`config.mk`:
```
export PLATFORM = sky130hd
export DESIGN_NAME = data_demux
export DESIGN_NICKNAME = d
export VERILOG_FILES = /design/src/rtl/data_demux_pkg.sv /design/src/rtl/demux_fifo2.sv /design/src/rtl/data_demux.sv
export SDC_FILE = /design/constraint.sdc
export NUM_CORES = 1
export LEC_CHECK = 0
export BUFFER_PORTS_ARGS = -buffer_cell sky130_fd_sc_hd__buf_2
export CAP_MARGIN = 20
export CORE_MARGIN = 2
export CORE_UTILIZATION = 50
export CTS_BUF_LIST = sky130_fd_sc_hd__clkbuf_16
export DETAILED_ROUTE_END_ITERATION = 16
export GPL_TIMING_DRIVEN = 1
export PLACE_DENSITY = 0.83
export SKIP_LAST_GASP = 1
export SLEW_MARGIN = 20
export SYNTH_ARGS = -nofsm -noshare
export SYNTH_HDL_FRONTEND = slang
export SYNTH_SLANG_ARGS = --single-unit
```
`constraint.sdc`:
```
create_clock -name clk -period 5 [get_ports clk]
set_input_delay 0.75 -clock clk [delete_from_list [all_inputs] [get_ports clk]]
set_output_delay 0.75 -clock clk [all_outputs]
set_load 0.05 [all_outputs]
```
`src/rtl/data_demux_pkg.sv`:
```
// Shared constants and types for the data_demux 1-to-2 handshaked demultiplexer.
package data_demux_pkg;

    localparam int unsigned WIDTH_DEF  = 32;
    localparam int unsigned CNT_W_DEF  = 16;
    localparam int unsigned FIFO_DEPTH = 2;

    localparam logic SEL_CH1 = 1'b0;
    localparam logic SEL_CH2 = 1'b1;

    typedef enum logic [1:0] {
        ST_EMPTY = 2'd0,
        ST_ONE   = 2'd1,
        ST_FULL  = 2'd2
    } occ_e;

endpackage

```
`src/rtl/demux_fifo2.sv`:
```
// Per-channel 2-entry FIFO with occupancy FSM, valid/ready handshake and a
// wrapping delivered-word counter. Entry 0 is always the head.
module demux_fifo2
    import data_demux_pkg::*;
#(
    parameter int unsigned WIDTH = WIDTH_DEF,
    parameter int unsigned CNT_W = CNT_W_DEF
) (
    input  logic             clk,
    input  logic             rst,
    input  logic             i_push,
    input  logic [WIDTH-1:0] i_data,
    output logic             o_full,
    output logic             o_valid,
    output logic [WIDTH-1:0] o_data,
    input  logic             i_ready,
    output logic [CNT_W-1:0] o_cnt
);

    occ_e             r_state;
    occ_e             w_state_nxt;
    logic [WIDTH-1:0] r_mem [FIFO_DEPTH];
    logic [CNT_W-1:0] r_cnt;
    logic             w_pop;
    logic             w_head_from_in;
    logic             w_head_from_tail;
    logic             w_tail_from_in;

    assign w_pop = o_valid && i_ready;

    // Next occupancy and which storage slots load this cycle.
    always_comb begin
        w_state_nxt      = r_state;
        w_head_from_in   = 1'b0;
        w_head_from_tail = 1'b0;
        w_tail_from_in   = 1'b0;
        case (r_state)
            ST_EMPTY: begin
                if (i_push) begin
                    w_state_nxt    = ST_ONE;
                    w_head_from_in = 1'b1;
                end
            end
            ST_ONE: begin
                case ({i_push, w_pop})
                    2'b11: w_head_from_in = 1'b1;
                    2'b10: begin
                        w_tail_from_in = 1'b1;
                        w_state_nxt    = ST_FULL;
                    end
                    2'b01: w_state_nxt = ST_EMPTY;
                    default: ;
                endcase
            end
            ST_FULL: begin
                if (w_pop) begin
                    w_head_from_tail = 1'b1;
                    w_state_nxt      = ST_ONE;
                end
            end
            default: w_state_nxt = ST_EMPTY;
        endcase
    end

    always_ff @(posedge clk or posedge rst) begin
        if (rst) r_state <= ST_EMPTY;
        else     r_state <= w_state_nxt;
    end

    // Head only moves on a pop or a push into an empty slot, so it holds under stall.
    always_ff @(posedge clk or posedge rst) begin
        if (rst) begin
            for (int i = 0; i < int'(FIFO_DEPTH); i++) r_mem[i] <= '0;
        end else begin
            if (w_head_from_in)        r_mem[0] <= i_data;
            else if (w_head_from_tail) r_mem[0] <= r_mem[1];
            if (w_tail_from_in)        r_mem[1] <= i_data;
        end
    end

    always_ff @(posedge clk or posedge rst) begin
        if (rst)        r_cnt <= '0;
        else if (w_pop) r_cnt <= r_cnt + CNT_W'(1);
    end

    assign o_full  = (r_state == ST_FULL);
    assign o_valid = (r_state != ST_EMPTY);
    assign o_data  = r_mem[0];
    assign o_cnt   = r_cnt;

endmodule

```
`src/rtl/data_demux.sv`:
```
// Handshaked 1-to-2 demultiplexer: steers each accepted word to one of two
// independently buffered channels by a per-word select bit.
module data_demux
    import data_demux_pkg::*;
#(
    parameter int unsigned WIDTH = WIDTH_DEF,
    parameter int unsigned CNT_W = CNT_W_DEF
) (
    input  logic             clk,
    input  logic             rst,
    input  logic             in_valid,
    output logic             in_ready,
    input  logic [WIDTH-1:0] in_data,
    input  logic             in_sel,
    output logic             out1_valid,
    input  logic             out1_ready,
    output logic [WIDTH-1:0] out1_data,
    output logic             out2_valid,
    input  logic             out2_ready,
    output logic [WIDTH-1:0] out2_data,
    output logic [CNT_W-1:0] cnt1,
    output logic [CNT_W-1:0] cnt2
);

    logic w_sel_ch2;
    logic w_full1;
    logic w_full2;
    logic w_push1;
    logic w_push2;

    // Ready depends only on the select and registered full flags: no ready-to-ready path.
    assign w_sel_ch2 = (in_sel == SEL_CH2);
    assign in_ready  = w_sel_ch2 ? !w_full2 : !w_full1;
    assign w_push1   = in_valid && in_ready && !w_sel_ch2;
    assign w_push2   = in_valid && in_ready &&  w_sel_ch2;

    demux_fifo2 #(.WIDTH(WIDTH), .CNT_W(CNT_W)) u_ch1 (
        .clk     (clk),
        .rst     (rst),
        .i_push  (w_push1),
        .i_data  (in_data),
        .o_full  (w_full1),
        .o_valid (out1_valid),
        .o_data  (out1_data),
        .i_ready (out1_ready),
        .o_cnt   (cnt1)
    );

    demux_fifo2 #(.WIDTH(WIDTH), .CNT_W(CNT_W)) u_ch2 (
        .clk     (clk),
        .rst     (rst),
        .i_push  (w_push2),
        .i_data  (in_data),
        .o_full  (w_full2),
        .o_valid (out2_valid),
        .o_data  (out2_data),
        .i_ready (out2_ready),
        .o_cnt   (cnt2)
    );

endmodule

```
==> summary by stage <==
Status
The run finished with clean final reports.

Global routing
The via count of the first global-routing pass came to 4779. The global routing stage identified its most utilized layer as met2. Global routing consumed, on the met1 layer, 25.3% of the routing resources. The met3 track demand over resource is 5.16%. The total track usage is 19.5%.

The pin count of the biggest net entering global routing is 165. The number of antenna violations at the first check in global routing is 0. The global-route wire length before repair is 24400 um. The total congestion overflow is 0. The global routing usage on met2 is 31.1%.

Synth
By area, the combinational part of the netlist is dominated by simple AND/OR/NAND/NOR gates. The library cell occupying the most area in the post-synthesis netlist is sky130_fd_sc_hd__dfrtp_1. The mux cell area share after synthesis is 10.6%.

The share of synthesized area in the top cell type comes to 56.8%. Summing the areas of all fa, ha and maj instances in the mapped netlist gives 0.346% of the synthesized area. The synthesized cell area is 7230 um^2. In this run, synthesis produced a sequential element count of 164. By area the synthesized netlist is led by sky130_fd_sc_hd__dfrtp_1 (57%), sky130_fd_sc_hd__mux2_2 (10%), sky130_fd_sc_hd__nand2_1 (7.4%). Counting flops with a built-in enable in the synthesized netlist gives 0. The async set-reset flop share out of synthesis is 100%. In this run, distinct cell masters in the synthesized netlist total 36. After Yosys synthesis, and, or, nand and nor cells account for 11.9% of the synthesized area. The gate count of the mapped netlist is 629.

Each instance of the synthesized netlist takes up on average 11.5 um^2. The synthesized-area fraction occupied by ao, oa, aoi and oai cells is 7.83%. Synthesis produced a netlist with a net count of 669. The main flop type after synthesis is sky130_fd_sc_hd__dfrtp_1. The synthesized netlist devotes 3.64% of its cell area to XOR and XNOR gates. Yosys printed 0 warnings.

The post-synthesis sequential area ratio is 56.8%.

Clocking
The CTS tree is yes. The number of setup buffers added after CTS is 0. The clock tree root driver cell is sky130_fd_sc_hd__clkbuf_16. The total clock buffers created by CTS is 17. The clock-pin slew reported for the worst setup and hold paths after clock tree synthesis is 0.06 ns. The number of clock sinks seen by CTS is 164. The quantity of hold-fixing buffers added after cts is 0. The longest clock path from root to sink contains 2 buffers. The number of gates resized after CTS was 0. For the worst-skew pair, the clock arrives at the later sink with an insertion delay of 0.42 ns.

The H-tree was split into 4 levels.

Place
The detailed placer's ending HPWL is 9250 um. Routability-driven placement finished with a final weighted congestion of 0.760. Input and output buffers added on the ports amount to 136.

The worst setup timing slack at the placement stage is 2.56 ns.

STA
The ratio of final minimum period to clock period is 46.1%. The time the worst path needs with I/O delays and setup is 2.30 ns. The total count of hold-check failures in the final report is 0. The setup TNS after final layout is 0 ns. Setup repair after global routing left no endpoint under its margin. Timing would allow up to 434 MHz.

The worst pin sits at a relative slew slack of 35.7%. The maximum clock skew at final layout is 0.00470 ns. The final number of setup-violating endpoints is 0.

At the pin with the least slew margin, the transition time is 0.962 ns. The max-slew violation count came to 0. The worst setup margin is 2.70 ns.

Floorplan
The area inside the core boundary is 14000 um^2. The floorplan step set the die width to 124 um. The floorplan die height is 124 um. Pin placement for this block handled 137 I/O pins.

After floorplanning, the core was divided into 43 placement rows. The overall die area is 15400 um^2. The initial utilization of the core area, before any placement, comes to 51.7%.

Power and ir drop
The switching power total is 1.65 mW. The ratio of total power to cell area is 553 nW/um^2. The leakage power is 4.07 nW. IR analysis of the VDD net gives a maximum drop of 0.422 mV. Net switching is 36.5% of the power.

The internal portion of the total power is 2.87 mW. In this run, the clock network consumes 27.9% of the power. Of the total power, registers draw 42.7%. The proportion of power drawn by combinational gates is 29.3%.

Setup path
The launching point of the worst reg2reg path is u_ch2.r_state[1]. At the worst endpoint, the arrival time is 1.55 ns. For flop-to-flop paths, the worst setup slack is 2.83 ns.

In this design, the stage delay of the slowest critical-path cell is 0.51 ns. Traced cell by cell, the critical path runs through nand2b_1, nor2_1, a31oi_1, buf_2. The cell with the largest stage delay on the worst path is sky130_fd_sc_hd__dfrtp_1.

The worst reg2reg path endpoint is u_ch2.o_data[28]. The critical path is of the reg -> out type. For the worst setup path, the data required time is 4.25 ns. Counting both buffers and inverters, the worst setup path holds a total of 1.

The critical path ends at in_ready. The number of cells on the critical path is 4. STA classifies the critical path startpoint as a flop. The logic depth of the worst register-to-register path is 5. The critical path endpoint category is an output port. The most critical setup path has its startpoint at u_ch1.r_state[1]. The maximum fanout along the worst path is 9. The largest delay contributor family on the critical path is flip-flops.

Worst hold path
The worst hold path belongs to the class reg -> reg.

Finish
Leaving out fill and tap cells, the most frequent cell in the layout is sky130_fd_sc_hd__dfrtp_1. The final layout contains 738 nets. The synthesis-to-finish area growth is 12.9%. The number of antenna diodes is 0. The fraction of layout instances using a drive strength above 1 is 34.8%. In the layout the commonest cells are sky130_fd_sc_hd__dfrtp_1 (164), sky130_fd_sc_hd__nand2_1 (142), sky130_fd_sc_hd__buf_2 (136).

Routing
The final wirelength is 14500 um. The count of nets left with antenna violations once routing finished came out at 0. The vias after detailed routing is 4748. For this block, the initial DRC count from the detailed router was 293. After detailed routing, the number of remaining DRC violations is 0. The first TritonRoute pass finished after 4 iterations.

Dividing the detail-routed via count by the number of cells gives 5.33. The routed wirelength normalized by instance count is 16.3 um.

Run
Max-cap violations in this run came to 0.
cells by family (layout without fill, tap and decap cells):
family                   Yosys count  count (layout)
buffers and inverters             95             176
multiplexers                      68              68
flip-flops                       164             164
AND/OR/NAND/NOR                  193             193
AO/OA/AOI/OAI                     77              77
adder cells (fa/ha/maj)            2               2
XOR/XNOR                          30              30
metal layers:
layer / up-vias / wire (um)
met3: 29 / 755
met1: 2351 / 6320
met2: 135 / 7060
li1: 2233 / -
met4: 0 / 351
met5: - / 0
registers in the layout (all words and copies together) (netlist names):
name           count
u_ch1.o_cnt       16
u_ch1.o_data      32
u_ch1.r_mem       32
u_ch1.r_state      2
u_ch2.o_cnt       16
u_ch2.o_data      32
u_ch2.r_mem       32
u_ch2.r_state      2
synthesized netlist by cell type, types with 4 or more instances:
library cell,number
sky130_fd_sc_hd__a22oi_1,64
sky130_fd_sc_hd__nand4_1,7
sky130_fd_sc_hd__dfrtp_1,164
sky130_fd_sc_hd__nor2_1,8
sky130_fd_sc_hd__mux2_2,66
sky130_fd_sc_hd__xnor2_1,23
sky130_fd_sc_hd__clkbuf_1,9
sky130_fd_sc_hd__buf_4,65
sky130_fd_sc_hd__nand2_1,142
sky130_fd_sc_hd__nand2b_1,4
sky130_fd_sc_hd__xor2_1,7
sky130_fd_sc_hd__nor3_2,4
sky130_fd_sc_hd__buf_2,15
sky130_fd_sc_hd__nand3_1,11
metrics by stage:
stage	util, %	cell area [um^2]	std cells	hold WS [ns]	total power [mW]
finish	58.3	8160	890	0.464	4.52
global route	58.3	8160	890	0.486	4.75
CTS	58.3	8160	890	0.472	4.56
detailed placement	54.3	7590	859	0.458	3.28
global placement	54.3	7590	859	0.453	3.24
floorplan	-	7230	629	0.447	3.13
cell type report:
| type | count | area [um^2] |
|---|---|---|
| clock buffers | 17 | 425 |
| clock inverters | 14 | 145 |
| fillers | 1124 | 5830 |
| inverters | 3 | 15.0 |
| multi-input cells | 370 | 2510 |
| flip-flops and latches | 164 | 4100 |
| well taps | 180 | 225 |
| repair buffers | 142 | 738 |
power groups by stage:
stage          combinational (mW)  clock [mW]  sequential [mW]
2_1_floorplan                1.10           0             2.03
3_3_place_gp                 1.30           0             1.93
3_5_place_dp                 1.33           0             1.95
4_1_cts                      1.34        1.29             1.93
5_1_grt                      1.41        1.36             1.98
6_report                     1.32        1.26             1.93
worst min path at each step:
stage | start | endpoint | slack (ns) | cells past startpoint
3_5_place_dp | u_ch2.o_data[27] | u_ch2.o_data[27] | 0.46 | 2
5_1_grt | u_ch1.o_data[11] | u_ch1.o_data[11] | 0.49 | 2
6_report | u_ch2.o_data[3] | u_ch2.o_data[3] | 0.46 | 2
4_1_cts | u_ch2.o_data[3] | u_ch2.o_data[3] | 0.47 | 2
3_3_place_gp | u_ch1.o_data[12] | u_ch1.o_data[12] | 0.45 | 2
2_1_floorplan | u_ch1.o_data[0] | u_ch1.o_data[0] | 0.45 | 2
worst register-to-register path: cells and delay by family, from the launching register on:
family                 cells  cell delay, ns
DFF                        1            0.53
AOI/OAI and AO/OA          1            0.77
and+or+nand+nor            3            0.56
buffers and inverters      1            0.26
No activity file was read; power rests on OpenSTA's default activity.
